## config.mk

```make
export PLATFORM = sky130hd
export DESIGN_NAME = axis_bram_line_seq
export DESIGN_NICKNAME = d
export VERILOG_FILES = /design/src/rtl/axis_bram_line_seq.sv
export SDC_FILE = /design/constraint.sdc
export NUM_CORES = 1
export LEC_CHECK = 0
export ABC_AREA = 1
export CORE_MARGIN = 3
export CORE_UTILIZATION = 45
export DETAILED_ROUTE_END_ITERATION = 12
export GPL_ROUTABILITY_DRIVEN = 1
export MAX_ROUTING_LAYER = met4
export PLACE_DENSITY = 0.73
export SKIP_CTS_REPAIR_TIMING = 1
export SYNTH_ARGS = -nofsm -noshare
export SYNTH_HDL_FRONTEND = slang
export SYNTH_SLANG_ARGS = --single-unit
```

## constraint.sdc

```tcl
create_clock -name clk -period 1.4 [get_ports clk]
set_clock_uncertainty 0.05 [all_clocks]
set_input_delay 0.14 -clock clk [delete_from_list [all_inputs] [get_ports clk]]
set_output_delay 0.14 -clock clk [all_outputs]
set_load 0.02 [all_outputs]
```

## src/rtl/axis_bram_line_seq.sv

```systemverilog
// Line sequencer between AXIS word streams and a WORDS x 32b wide-BRAM line buffer.
// Optional committed-line counter output lines_wr: define AXIS_BRAM_SEQ_LINECNT_EN.
module axis_bram_line_seq #(
  parameter int ADDR_W = 12,
  parameter int WORDS  = 36,
  parameter int PTR_W  = 6,
  parameter int RD_LAT = 1
) (
  input  logic              clk,
  input  logic              rstn,
  input  logic              mode_rw,
  input  logic [ADDR_W-1:0] rd_start_addr,
  input  logic [ADDR_W-1:0] rd_line_count,
  input  logic              start,
  input  logic              in_valid,
  input  logic              in_last,
  output logic              in_accep,
  output logic              wr_load,
  output logic [PTR_W-1:0]  wr_sel,
  output logic              buf_cap,
  output logic              out_valid,
  output logic [PTR_W-1:0]  out_sel,
  output logic              out_last,
  input  logic              out_accep,
  output logic              bram_en,
  output logic              bram_wen,
  output logic [ADDR_W-1:0] bram_addr,
  output logic              busy,
  output logic              done
`ifdef AXIS_BRAM_SEQ_LINECNT_EN
  ,
  output logic [ADDR_W:0]   lines_wr
`endif
);

  typedef enum logic [2:0] {
    IDLE, FILL, COMMIT, RD_REQ, RD_WAIT, DRAIN, DONE
  } state_t;

  localparam logic [PTR_W-1:0] PTR_LAST = PTR_W'(WORDS - 1);
  localparam logic [2:0]       LAT_LAST = 3'(RD_LAT - 1);
  localparam logic [ADDR_W-1:0] ONE_LINE = ADDR_W'(1);

  state_t state, state_n;
  logic [PTR_W-1:0]  ptr, ptr_n;
  logic [ADDR_W-1:0] wr_addr, wr_addr_n;
  logic [ADDR_W-1:0] rd_addr, rd_addr_n;
  logic [ADDR_W-1:0] cnt, cnt_n;
  logic [2:0]        lat, lat_n;

  logic ptr_end, fill_hold, wait_end, final_line;
  logic take_in, take_out;

  assign ptr_end    = ptr == PTR_LAST;
  assign wait_end   = lat == LAT_LAST;
  assign final_line = cnt == ONE_LINE;
  // Leave FILL only on a line boundary, so a mid-line mode change waits.
  assign fill_hold  = (ptr == '0) && !mode_rw;
  assign take_in    = in_valid && in_accep;
  assign take_out   = out_valid && out_accep;

  always_ff @(posedge clk) begin
    if (!rstn) begin
      state   <= IDLE;
      ptr     <= '0;
      wr_addr <= '0;
      rd_addr <= '0;
      cnt     <= '0;
      lat     <= '0;
    end else begin
      state   <= state_n;
      ptr     <= ptr_n;
      wr_addr <= wr_addr_n;
      rd_addr <= rd_addr_n;
      cnt     <= cnt_n;
      lat     <= lat_n;
    end
  end

  always_comb begin
    state_n   = state;
    ptr_n     = ptr;
    wr_addr_n = wr_addr;
    rd_addr_n = rd_addr;
    cnt_n     = cnt;
    lat_n     = lat;
    unique case (state)
      IDLE: begin
        if (mode_rw) begin
          state_n   = FILL;
          wr_addr_n = '0;
        end else if (start) begin
          if (rd_line_count != '0) begin
            state_n   = RD_REQ;
            rd_addr_n = rd_start_addr;
            cnt_n     = rd_line_count;
          end else begin
            state_n = DONE;
          end
        end
      end
      FILL: begin
        if (fill_hold) begin
          state_n = IDLE;
        end else if (take_in) begin
          if (ptr_end || in_last) begin
            state_n = COMMIT;
            ptr_n   = '0;
          end else begin
            ptr_n = ptr + 1'b1;
          end
        end
      end
      COMMIT: begin
        wr_addr_n = wr_addr + 1'b1;
        state_n   = FILL;
      end
      RD_REQ: begin
        lat_n   = '0;
        state_n = RD_WAIT;
      end
      RD_WAIT: begin
        if (wait_end) state_n = DRAIN;
        else          lat_n   = lat + 1'b1;
      end
      DRAIN: begin
        if (take_out) begin
          if (ptr_end) begin
            ptr_n     = '0;
            rd_addr_n = rd_addr + 1'b1;
            cnt_n     = cnt - 1'b1;
            state_n   = final_line ? DONE : RD_REQ;
          end else begin
            ptr_n = ptr + 1'b1;
          end
        end
      end
      DONE:    state_n = IDLE;
      default: state_n = IDLE;
    endcase
  end

  always_comb begin
    in_accep  = 1'b0;
    wr_load   = 1'b0;
    wr_sel    = '0;
    buf_cap   = 1'b0;
    out_valid = 1'b0;
    out_sel   = '0;
    out_last  = 1'b0;
    bram_en   = 1'b0;
    bram_wen  = 1'b0;
    bram_addr = '0;
    done      = 1'b0;
    busy      = state != IDLE;
    unique case (state)
      FILL: begin
        in_accep = !fill_hold;
        wr_load  = in_valid && !fill_hold;
        wr_sel   = ptr;
      end
      COMMIT: begin
        bram_en   = 1'b1;
        bram_wen  = 1'b1;
        bram_addr = wr_addr;
      end
      RD_REQ: begin
        bram_en   = 1'b1;
        bram_addr = rd_addr;
      end
      RD_WAIT: buf_cap = wait_end;
      DRAIN: begin
        out_valid = 1'b1;
        out_sel   = ptr;
        out_last  = ptr_end && final_line;
      end
      DONE:    done = 1'b1;
      default: ;
    endcase
  end

`ifdef AXIS_BRAM_SEQ_LINECNT_EN
  always_ff @(posedge clk) begin
    if (!rstn)
      lines_wr <= '0;
    else if (state == COMMIT && lines_wr != '1)
      lines_wr <= lines_wr + 1'b1;
  end
`endif

endmodule
```

==> results of run 1 <==
[power by group]
part	total, mW	switching, mW	internal [mW]
Sequential	2.03	0.299	1.73
Clock	1.09	0.553	0.532
Combinational	7.02	3.92	3.11
[routing by layer]
| layer | vias up | share of wire | routed length [microns] | global-route usage |
|---|---|---|---|---|
| li1 | 2211 | - | - | - |
| met1 | 2202 | 0.38 | 5547 | 0.3214 |
| met2 | 266 | 0.50 | 7201 | 0.4415 |
| met3 | 81 | 0.076 | 1098 | 0.03087 |
| met4 | 0 | 0.044 | 639 | 0.07448 |
| met5 | - | 0 | 0 | - |
[state kept, by name (all words and copies together) (netlist names)]
name,count
cnt,12
lat,3
ptr,6
rd_addr,12
state,3
wr_addr,12
[through the flow]
step	total power [mW]	utilization	setup WS [ps]	hold slack [ps]
2_1_floorplan	4.815	-	-69.30	206.5
3_3_place_gp	6.681	0.7071	-418.8	436.0
3_5_place_dp	6.829	0.7071	-475.5	447.5
4_1_cts	7.897	0.7219	-744.1	424.5
5_1_grt	10.63	0.8370	-484.3	451.4
6_report	10.14	0.8370	-388.1	412.7
[layout make-up]
type                       instances  area (sq um)
tap                               99         123.9
fill                             399          1189
sequential                        48         985.9
clock inverter                     2         35.03
inverter                          75         332.8
timing repair buffer             204          1851
clock buffer                       6         72.57
timing repair inverter             1         16.27
multi-input combinational        428          2686
[cells by family after synthesis]
| family | synth area share |
|---|---|
| AND/OR/NAND/NOR | 0.4083 |
| buffers and inverters | 0.1170 |
| flip-flops | 0.2835 |
| adder cells (fa/ha/maj) | 0.02953 |
| XOR/XNOR | 0.01292 |
| AO/OA/AOI/OAI | 0.1458 |
| multiplexers | 0.002953 |
[cell usage after synthesis, drive strengths merged]
master | instances | area share
nand3 | 47 | 0.074
or2 | 2 | 0.0037
mux2i | 1 | 0.0030
inv | 75 | 0.085
o21a | 3 | 0.0066
o21ai | 24 | 0.037
a211oi | 1 | 0.0022
xor2 | 5 | 0.013
clkbuf | 6 | 0.0066
nor3 | 10 | 0.016
nand3b | 1 | 0.0022
o211a | 2 | 0.0059
o22ai | 13 | 0.024
nand2 | 177 | 0.20
nor2 | 83 | 0.096
o311a | 1 | 0.0030
a21boi | 3 | 0.0066
and3 | 1 | 0.0018
a221oi | 1 | 0.0026
nand4 | 5 | 0.0092
a31o | 1 | 0.0026
a21oi | 37 | 0.056
buf | 10 | 0.025
ha | 8 | 0.030
dfxtp | 48 | 0.28
[worst paths after layout]
path	slack, ps	depth (start not counted)	start	to
setup / recovery	-390	12	ptr[0]	ptr[1]
hold / removal	410	5	rd_start_addr[11]	rd_addr[11]
setup reg to reg	-390	12	ptr[0]	ptr[1]
hold reg to reg	450	2	wr_addr[10]	wr_addr[10]
[worst reg2reg max path, stage by stage (launching register included)]
cell	delay (ps)
sky130_fd_sc_hd__dfxtp_2	370
sky130_fd_sc_hd__inv_2	60
sky130_fd_sc_hd__ha_4	150
sky130_fd_sc_hd__inv_2	40
sky130_fd_sc_hd__nor2_1	40
sky130_fd_sc_hd__nand3_1	120
sky130_fd_sc_hd__nand2_2	120
sky130_fd_sc_hd__buf_6	150
sky130_fd_sc_hd__o21ai_4	180
sky130_fd_sc_hd__nand2_4	140
sky130_fd_sc_hd__nand2_1	120
sky130_fd_sc_hd__o21ai_1	90
sky130_fd_sc_hd__nor2_1	110
==> results, run 1 <==
- The number of nets handed over by synthesis was around 600.
- Pin placement for this block handled 64 I/O pins.
- Entering global routing, the biggest net connects 32 pins.
- At the end of routability-driven placement, the weighted congestion stood at 0.9167.
- The overall overflow remaining after global route is 0.
- Counting every instance in the synthesized netlist gives approximately 570.
- The max capacitance violation total is 0.
- The data arrival time of the critical path is ~2000 ps.
- The worst setup path is of the reg -> reg kind.
- The clock net in this run drives a total of 48 sinks.
- After routing, the total negative slack on setup checks comes to -19320 ps.
- No sink is reached through more buffers than the 2 on the longest clock path.
- The post-route cell area is just over 0.006 sq mm.
- Setup repair after global routing could not meet its margin everywhere.
- The die is 92.79 microns wide.
- The die outline area is between 0.008 and 0.009 sq mm.
- In the final layout, the share of cells above drive strength 1 is 0.4385.
- The sequential element share of the synthesized area is 0.2835.
- The initial standard-cell utilization of the core is 0.4648.
- The final HPWL from detailed placement is 8.291 mm.
- Dividing the detail-routed wire length by the instance count gives 16.79 microns.
- The number of distinct standard cells referenced by the synthesized netlist is 40.
- The total placed instance area is slightly above 0.005 sq mm.
- The non-filler instance count after layout is roughly 860.
- The number of pins with negative max-slew slack in the final report came to 0.
- The number of antenna violations at the first check in global routing is 0.
- The most common cell after layout, fill and taps aside is sky130_fd_sc_hd__nand2_1.
- The peak ir drop on the vdd network is between 0.9 and 1 mV.
- On the critical path the largest part of the delay comes from simple AND/OR/NAND/NOR gates.
- At the end of the flow, the number of nets in the layout was roughly 800.
- The final reports fail on setup timing.
- In the layout the commonest cells are 140 x sky130_fd_sc_hd__nand2_1, 122 x sky130_fd_sc_hd__buf_4, 54 x sky130_fd_sc_hd__inv_1.
- The class of the worst hold path is in -> reg.
- The number of buffers added by the clock tree synthesis step is 5.
- Along the worst path, the maximum fanout reaches 8.
- The kind of start point of the critical path is a flip-flop.
- The clock-pin slew on the worst setup and hold paths is ~100 ps.
- The synthesized area per cell is around 6 sq um.
- The number of global-route vias before repair is slightly below 4000.
- The core area is around 0.0073 sq mm.
- The data required time at the worst endpoint is 1610 ps.
- Clock latency on the worst-skew pair, taken at its later pin, is around 320 ps.
- The type of destination of the critical path is a flip-flop.
- The H-tree was split into 2 levels.
- After layout, the worst setup slack is -388.1 ps.
- For this run, the number of Yosys warnings is 0.
- In the finished design, the share of the clock period the worst path needs comes to 1.277.
- The number of DRC markers after the initial detailed-route iteration is 344.
- The row count is 31.
- The number of instances in the placed design is between 800 and 900.
- The final wirelength is roughly 14 mm.
- In this design, the stage delay of the slowest critical-path cell is 370 ps.
- The total leakage power is 2.704 nW.
- The average vias per placed instance is about 5.5.
- At the pin with the least slew margin, the transition time is between 300 and 400 ps.
- The wire length of the first global-routing pass is roughly 18 mm.
- Port buffering added 63 buffers.
- The floorplan die height is 92.79 microns.
- Setup violations remaining at the end of the flow were counted as 80.
- For this run, the top clock speed supported by timing is 559.3 MHz.
- The worst slew margin relative to its limit is 0.7445.
- The pre-antenna-repair detailed-routing pass consisted of 6 iterations.
- The post-route DRC violation count is 0.
- The critical path buffer and inverter count is 3.
- The CTS tree is built.
- The tree is rooted in a sky130_fd_sc_hd__clkbuf_8.
- For this block, the via count after detailed routing is about 4800.
- Traced cell by cell, the critical path runs through inv_2, ha_4, inv_2, nor2_1, nand3_1, nand2_2, buf_6, o21ai_4, nand2_4, nand2_1, o21ai_1, nor2_1.
- The area of the mapped netlist is 0.003390 sq mm.
- The run finished, with violations left.
- The slowest stage of the critical path belongs to the cell sky130_fd_sc_hd__dfxtp_2.
- The final hold violation count is 0.
- For this design the ratio of total power to cell area is between 1500 and 2000 mW/mm^2.
- For this run, the total global-route usage over all layers was measured as 0.2586.
- The count of nets left with antenna violations once routing finished came out at 0.
- Relative to the synthesized area, the layout overhead comes to 80.07%.
- The shortest period the worst path allows is 1788 ps.
- The repair_antennas step left the layout with diodes totalling 0.
- After synthesis the netlist holds a flip-flop and latch count of 48.
Note: power is estimated with default switching activity, not from simulation.
==> run 2, diff against run 1 <==
- CAP_MARGIN: default -> 40
- PLACE_DENSITY: 0.73 -> 0.71
- clock period: 1.4 -> 2.16 ns (I/O delays scaled with it)
==> results, run 2 (synthesis results as in run 1) <==
- The clock-pin slew on the worst setup and hold paths is 90 ps (was 100 ps).
- The initial standard-cell utilization of the core came to 0.4648 (unchanged).
- The post-placement worst setup slack came to 124.9 ps (was -475.5 ps).
- The post-route antenna net violation count is 0 (unchanged).
- The average vias per placed instance is 5.204 (was 5.516).
- The number of DRC markers after the initial detailed-route iteration is 330 (was 344).
- CP cell instances: inv_1, nor3_1, clkdlybuf4s50_1 (was inv_2, ha_4, inv_2, nor2_1, nand3_1, nand2_2, buf_6, o21ai_4, nand2_4, nand2_1, o21ai_1, nor2_1).
- The number of pins with negative max-slew slack in the final report is 0 (unchanged).
- The number of global-route vias before repair is 3410 (was 3952).
- The area added between synthesis and finish is 26.76% (was 80.07%).
- The via count came to 3783 (was 4760).
- The quantity of I/O buffers inserted on ports was 63 (unchanged).
- The final wirelength was 9.947 mm (was 14.49 mm).
- Largest registers in the final layout: cnt (12), rd_addr (12), wr_addr (12) (unchanged).
- The die outline area is 0.008610 sq mm (unchanged).
- The slowest stage cell on the critical path was sky130_fd_sc_hd__clkdlybuf4s50_1 (was sky130_fd_sc_hd__dfxtp_2).
- The final RePlAce weighted congestion is 0.9638 (was 0.9167).
- The number of diodes added for antenna fixing is 0 (unchanged).
- The number of antenna violations at the first check in global routing came to 0 (unchanged).
- The worst slew margin relative to its limit was 0.6327 (was 0.7445).
- The actual transition at the worst max-transition pin is 550.3 ps (was 380.4 ps).
- The CTS tree is built (unchanged).
- The total negative slack for setup checks came to 0 ps (was -19320 ps).
- The number of top-level pins came to 64 (unchanged).
- The core area was 0.007292 sq mm (unchanged).
- The launch instance of the worst register-to-register path was state[1] (was ptr[0]).
- The data arrival time of the critical path came to 1730 ps (was 2000 ps).
- The kind of cell adding the most delay to the critical path was buffers and inverters (was simple AND/OR/NAND/NOR gates).
- The critical path launch point is state[2] (was ptr[0]).
- The buffer type at the clock tree root is sky130_fd_sc_hd__clkbuf_8 (unchanged).
- The width of the die is 92.79 microns (unchanged).
- The final HPWL from detailed placement is 7.344 mm (was 8.291 mm).
- The worst reg-to-reg setup slack is 270 ps (was -390 ps).
- The non-filler instance count after layout is 727 (was 863).
- The peak ir drop on the vdd network is 0.5709 mV (was 0.9921 mV).
- The met1 track utilization from global routing is 0.3428 (was 0.3214).
- The smallest setup slack after layout came to 166.1 ps (was -388.1 ps).
- The overall power after layout is 4.093 mW (was 10.14 mW).
- The clock insertion delay at the later pin of the skew report was 300 ps (was 320 ps).
- The shortest period the worst path allows is approximately 2000 ps.
- The kind of critical path is reg -> out (was reg -> reg).
- The maximum number of pins on one net before global-route repair is 39 (was 32).
- The routing usage on met3 is 0.04305 (was 0.03087).
- The number of instances in the placed design is 719 (was 829).
- The final hold violation count came to 0 (unchanged).
- The global-route met2 utilization was 0.3527 (was 0.4415).
- The kind of start point of the critical path is a flip-flop (unchanged).
- Result of the run: completed (was finished with violations).
- The maximum buffer depth of the clock tree is 2 (unchanged).
- The class of the worst hold path is reg -> reg (was in -> reg).
- The row count came to 31 (unchanged).
- Unrepaired setup endpoints after global routing: false (was true).
- The fraction of layout instances using a drive strength above 1 is 0.07166 (was 0.4385).
- The total leakage power was 2.380 nW (was 2.704 nW).
- The total setup violations reported at the end of the flow was 0 (was 80).
- The startpoint of the most critical hold path is lat[0] (was rd_start_addr[11]).
- The per-cell routed wire length is 13.68 microns (was 16.79 microns).
- The power per cell area is 952.6 mW/mm^2 (was 1661 mW/mm^2).
- The maximum level of the CTS H-tree is 2 (unchanged).
- The layout net count came to 666 (was 802).
- The data required time at the worst endpoint is 1890 ps (was 1610 ps).
- The tightest hold margin was 432.8 ps (was 412.7 ps).
- The largest fanout of any net on the critical path was 6 (was 8).
- The critical path buffer and inverter count is 2 (was 3).
- The post-route DRC violation count is 0 (unchanged).
- The first-pass detailed-route iteration total is 6 (unchanged).
- The total global-route track usage was 0.2379 (was 0.2586).
- The overall overflow remaining after global route was 0 (unchanged).
- Commonest cells after routing, fill and taps aside: 169 x sky130_fd_sc_hd__nand2_1, 78 x sky130_fd_sc_hd__nor2_1, 68 x sky130_fd_sc_hd__inv_1 (was 140 x sky130_fd_sc_hd__nand2_1, 122 x sky130_fd_sc_hd__buf_4, 54 x sky130_fd_sc_hd__inv_1).
- The type of destination of the critical path is a primary output (was flip-flop).
- The maximum cell stage delay along the critical path is 660 ps (was 370 ps).
- The floorplan die height came to 92.79 microns (unchanged).
- The max capacitance violation total is 0 (unchanged).
- The wire length of the first global-routing pass is 16.12 mm (was 17.62 mm).
- Based on the critical path, the design can be clocked at up to 501.5 MHz.
- The number of filler instances in the final layout is 732 (was 399).
- The global routing's busiest layer is met2 (unchanged).
- Of the available clock period, the critical path in the final layout requires 0.9231.
- The number of clock sinks seen by CTS is 48 (unchanged).
- The most common cell after layout, fill and taps aside was sky130_fd_sc_hd__nand2_1 (unchanged).
- The number of buffers added by the clock tree synthesis step came to 5 (unchanged).
## run 2: power breakdown
group	internal, mW	switching (mW)
clock	0.262	0.301
sequential	1.10	0.249
combinational	0.748	1.43
total	2.11	1.98
## run 2: worst register-to-register path: stages, from the launching register on
cell and delay, ps:
sky130_fd_sc_hd__dfxtp_1 400, sky130_fd_sc_hd__inv_2 80, sky130_fd_sc_hd__nand3_2 130, sky130_fd_sc_hd__inv_4 50, sky130_fd_sc_hd__buf_4 190, sky130_fd_sc_hd__nand2_4 110, sky130_fd_sc_hd__inv_2 50, sky130_fd_sc_hd__nor2_4 160
sky130_fd_sc_hd__nand2_4 160, sky130_fd_sc_hd__buf_12 190, sky130_fd_sc_hd__o21ai_0 160, sky130_fd_sc_hd__nor2_1 50
## run 2: stage by stage
step	util	area, sq um
after global placement	0.5652	4121
after global routing	0.5892	4297
after CTS	0.5776	4212
final	0.5892	4297
after detailed placement	0.5652	4121
after floorplan	-	3390
## run 2: worst paths after layout
| kind | endpoint | cells after the start |
|---|---|---|
| worst max-delay path | done | 3 |
| worst min register to register | lat[0] | 1 |
| worst max register to register | cnt[1] | 11 |
| worst min-delay path | lat[0] | 1 |
## run 2: layout make-up
cell class              count  area [sq um]  share of cell area
well taps                  99         123.9             0.02883
repair buffers             71         790.8              0.1840
clock buffers               8         90.09             0.02097
multi-input cells         426          2039              0.4747
flip-flops and latches     48         963.4              0.2242
inverters                  75         289.0             0.06727
## run 2: per-layer routing
layer | part of all wire | wire length (microns) | vias up
met5 | 0 | 0 | -
met4 | 0.011 | 112 | 0
met3 | 0.082 | 818 | 12
met2 | 0.45 | 4458 | 134
met1 | 0.46 | 4558 | 1714
li1 | - | - | 1923
==> run 3, diff against run 2 <==
- REMOVE_ABC_BUFFERS: default -> 1
==> results, run 3 (synthesis results as in run 1) <==
- The kind of start point of the critical path is a flip-flop (unchanged).
- The final RePlAce weighted congestion is 0.8821 (was 0.9638).
- The smallest setup slack after layout was 111.6 ps (was 166.1 ps).
- The maximum level of the CTS H-tree is 2 (unchanged).
- The worst reg-to-reg setup slack is 340 ps (was 270 ps).
- The class of the worst hold path is reg -> reg (unchanged).
- The width of the die is 92.79 microns (unchanged).
- The shortest period the worst path allows is 2048 ps (was 1994 ps).
- The initial standard-cell utilization of the core is 0.4648 (unchanged).
- The peak ir drop on the vdd network is 0.4362 mV (was 0.5709 mV).
- The endpoint of the worst-slack reg-to-reg timing path was cnt[0] (was cnt[1]).
- The core area came to 0.007292 sq mm (unchanged).
- The number of antenna violations at the first check in global routing came to 0 (unchanged).
- The most common cell after layout, fill and taps aside was sky130_fd_sc_hd__nand2_1 (unchanged).
- The total leakage power is 2.384 nW (was 2.380 nW).
- The average vias per placed instance came to 5.109 (was 5.204).
- The total negative slack for setup checks is 0 ps (unchanged).
- The startpoint of the most critical hold path is rd_addr[11] (was lat[0]).
- The number of buffers added by the clock tree synthesis step is 5 (unchanged).
- The overall power after layout was 4.173 mW (was 4.093 mW).
- CP cell instances: inv_2, nand3_2, inv_4, buf_4, clkdlybuf4s50_1 (was inv_1, nor3_1, clkdlybuf4s50_1).
- The final hold violation count came to 0 (unchanged).
- The via count came to 3719 (was 3783).
- Unrepaired setup endpoints after global routing: false (unchanged).
- The end point of the most critical hold path was rd_addr[11] (was lat[0]).
- The die outline area was 0.008610 sq mm (unchanged).
- The clock-pin slew on the worst setup and hold paths was 100 ps (was 90 ps).
- The maximum cell stage delay along the critical path is 620 ps (was 660 ps).
- The buffer type at the clock tree root is sky130_fd_sc_hd__clkbuf_8 (unchanged).
- The number of cells on the worst reg-to-reg path is 9 (was 11).
- The multi-input combinational cell area was 0.002039 sq mm (unchanged).
- The data required time at the worst endpoint came to 1890 ps (about the same).
- The number of DRC markers after the initial detailed-route iteration came to 187 (was 330).
- The launch instance of the worst register-to-register path is ptr[0] (was state[1]).
- The cell-internal power is 2.245 mW (was 2.113 mW).
- The wire length of the first global-routing pass was 15.32 mm (was 16.12 mm).
- The layout net count is 667 (was 666).
- The total setup violations reported at the end of the flow is 0 (unchanged).
- The power per cell area is 961.9 mW/mm^2 (was 952.6 mW/mm^2).
- The post-route antenna net violation count is 0 (unchanged).
- The type of destination of the critical path is a primary output (unchanged).
- The switching power came to 1.928 mW (was 1.980 mW).
- The number of pins with negative max-slew slack in the final report is 0 (unchanged).
- The actual transition at the worst max-transition pin is 570.6 ps (was 550.3 ps).
- The instance count along the most critical hold path is 2 (was 1).
- The period utilization is 0.9483 (was 0.9231).
- The fraction of layout instances using a drive strength above 1 is 0.07631 (was 0.07166).
- The largest fanout of any net on the critical path was 7 (was 6).
- Result of the run: completed (unchanged).
- The quantity of I/O buffers inserted on ports is 63 (unchanged).
- The per-cell routed wire length is 12.76 microns (was 13.68 microns).
- The final wirelength was 9.289 mm (was 9.947 mm).
- The number of top-level pins is 64 (unchanged).
- The maximum number of pins on one net before global-route repair was 39 (unchanged).
- The share of total power in sequential cells is 0.322 (was 0.330).
- The tightest hold margin was 437.8 ps (was 432.8 ps).
- The post-placement worst setup slack came to 32.00 ps (was 124.9 ps).
- The non-filler instance count after layout is 728 (was 727).
- The number of instances in the placed design was 720 (was 719).
- The data arrival time of the critical path came to 1780 ps (was 1730 ps).
- The switching power as a share of total power was 0.4620 (was 0.4838).
- Commonest cells after routing, fill and taps aside: 169 x sky130_fd_sc_hd__nand2_1, 78 x sky130_fd_sc_hd__nor2_1, 68 x sky130_fd_sc_hd__inv_1 (unchanged).
- The overall overflow remaining after global route is 0 (unchanged).
- The part of the power in the clock network is 0.174 (was 0.137).
- The area used by sequential logic in the layout is 963.4 sq um (unchanged).
- The upper clock frequency limit is 488.2 MHz (was 501.5 MHz).
- The number of global-route vias before repair came to 3410 (unchanged).
- The combinational share of power was 0.503 (was 0.532).
- The post-route DRC violation count is 0 (unchanged).
- The area added between synthesis and finish is 27.98% (was 26.76%).
- The row count was 31 (unchanged).
- The first-pass detailed-route iteration total is 4 (was 6).
- The worst slew margin relative to its limit is 0.6192 (was 0.6327).
- The clock insertion delay at the later pin of the skew report came to 310 ps (was 300 ps).
- The CTS tree was built (unchanged).
- Largest registers in the final layout: cnt (12), rd_addr (12), wr_addr (12) (unchanged).
- The floorplan die height is 92.79 microns (unchanged).
- The final HPWL from detailed placement is 6.886 mm (was 7.344 mm).
- The number of diodes added for antenna fixing was 0 (unchanged).
- The max capacitance violation total is 0 (unchanged).
- The number of filler instances in the final layout is 735 (was 732).
- The number of clock sinks seen by CTS is 48 (unchanged).
- The maximum buffer depth of the clock tree is 2 (unchanged).
- The kind of critical path is reg -> out (unchanged).
- The total global-route track usage came to 0.2248 (was 0.2379).
- The slowest stage cell on the critical path was sky130_fd_sc_hd__clkdlybuf4s50_1 (unchanged).
## run 3: cell types whose count changed in the layout (fill, tap and decap cells not counted)
cell                              delta
sky130_fd_sc_hd__clkdlybuf4s50_1     +1
sky130_fd_sc_hd__dlymetal6s2s_1      -1
sky130_fd_sc_hd__clkbuf_1            -2
sky130_fd_sc_hd__buf_4               +1
sky130_fd_sc_hd__bufinv_16           +1
sky130_fd_sc_hd__clkbuf_8            +1
## run 3: how the worst max path moves through the flow
stage	cells past startpoint	slack, ps	to	from
5_1_grt	6	50	bram_addr[7]	state[1]
2_1_floorplan	9	4	cnt[11]	state[0]
6_report	5	110	out_valid	state[1]
4_1_cts	6	-250	bram_addr[7]	state[1]
3_5_place_dp	10	30	rd_addr[10]	rd_line_count[0]
3_3_place_gp	10	100	rd_addr[11]	rd_line_count[0]
## run 3: layout make-up
| type | instances | area share |
|---|---|---|
| Timing Repair Buffer | 72 | 0.1834 |
| Multi-Input combinational cell | 426 | 0.4701 |
| Clock inverter | 1 | 0.006922 |
| Sequential cell | 48 | 0.2221 |
| Clock buffer | 7 | 0.02221 |
| Inverter | 75 | 0.06663 |
| Tap cell | 99 | 0.02855 |
## run 3: routing by layer
layer | track usage | wire, microns | share of wire
met4 | 0.06105 | 101 | 0.011
met3 | 0.04224 | 551 | 0.059
met2 | 0.3563 | 4337 | 0.47
met1 | 0.2942 | 4299 | 0.46
met5 | - | 0 | 0
## run 3: through the flow
step,util,cell area (sq um)
2_1_floorplan,-,3282
3_3_place_gp,0.5662,4129
3_5_place_dp,0.5662,4129
4_1_cts,0.5836,4255
5_1_grt,0.5949,4338
6_report,0.5949,4338
## run 3: power by group through the flow
stage          logic (mW)  registers [mW]  clock network, mW
2_1_floorplan        1.50            1.30                  0
3_3_place_gp         2.07            1.35                  0
3_5_place_dp         2.10            1.35                  0
4_1_cts              2.11            1.34              0.740
5_1_grt              2.40            1.39              0.779
6_report             2.10            1.34              0.727
## run 3: critical path: cells and delay by family, from the launching register on
kind	cells	cell delay (ps)
buffers and inverters	4	980
flip-flops	1	350
AND/OR/NAND/NOR	1	140
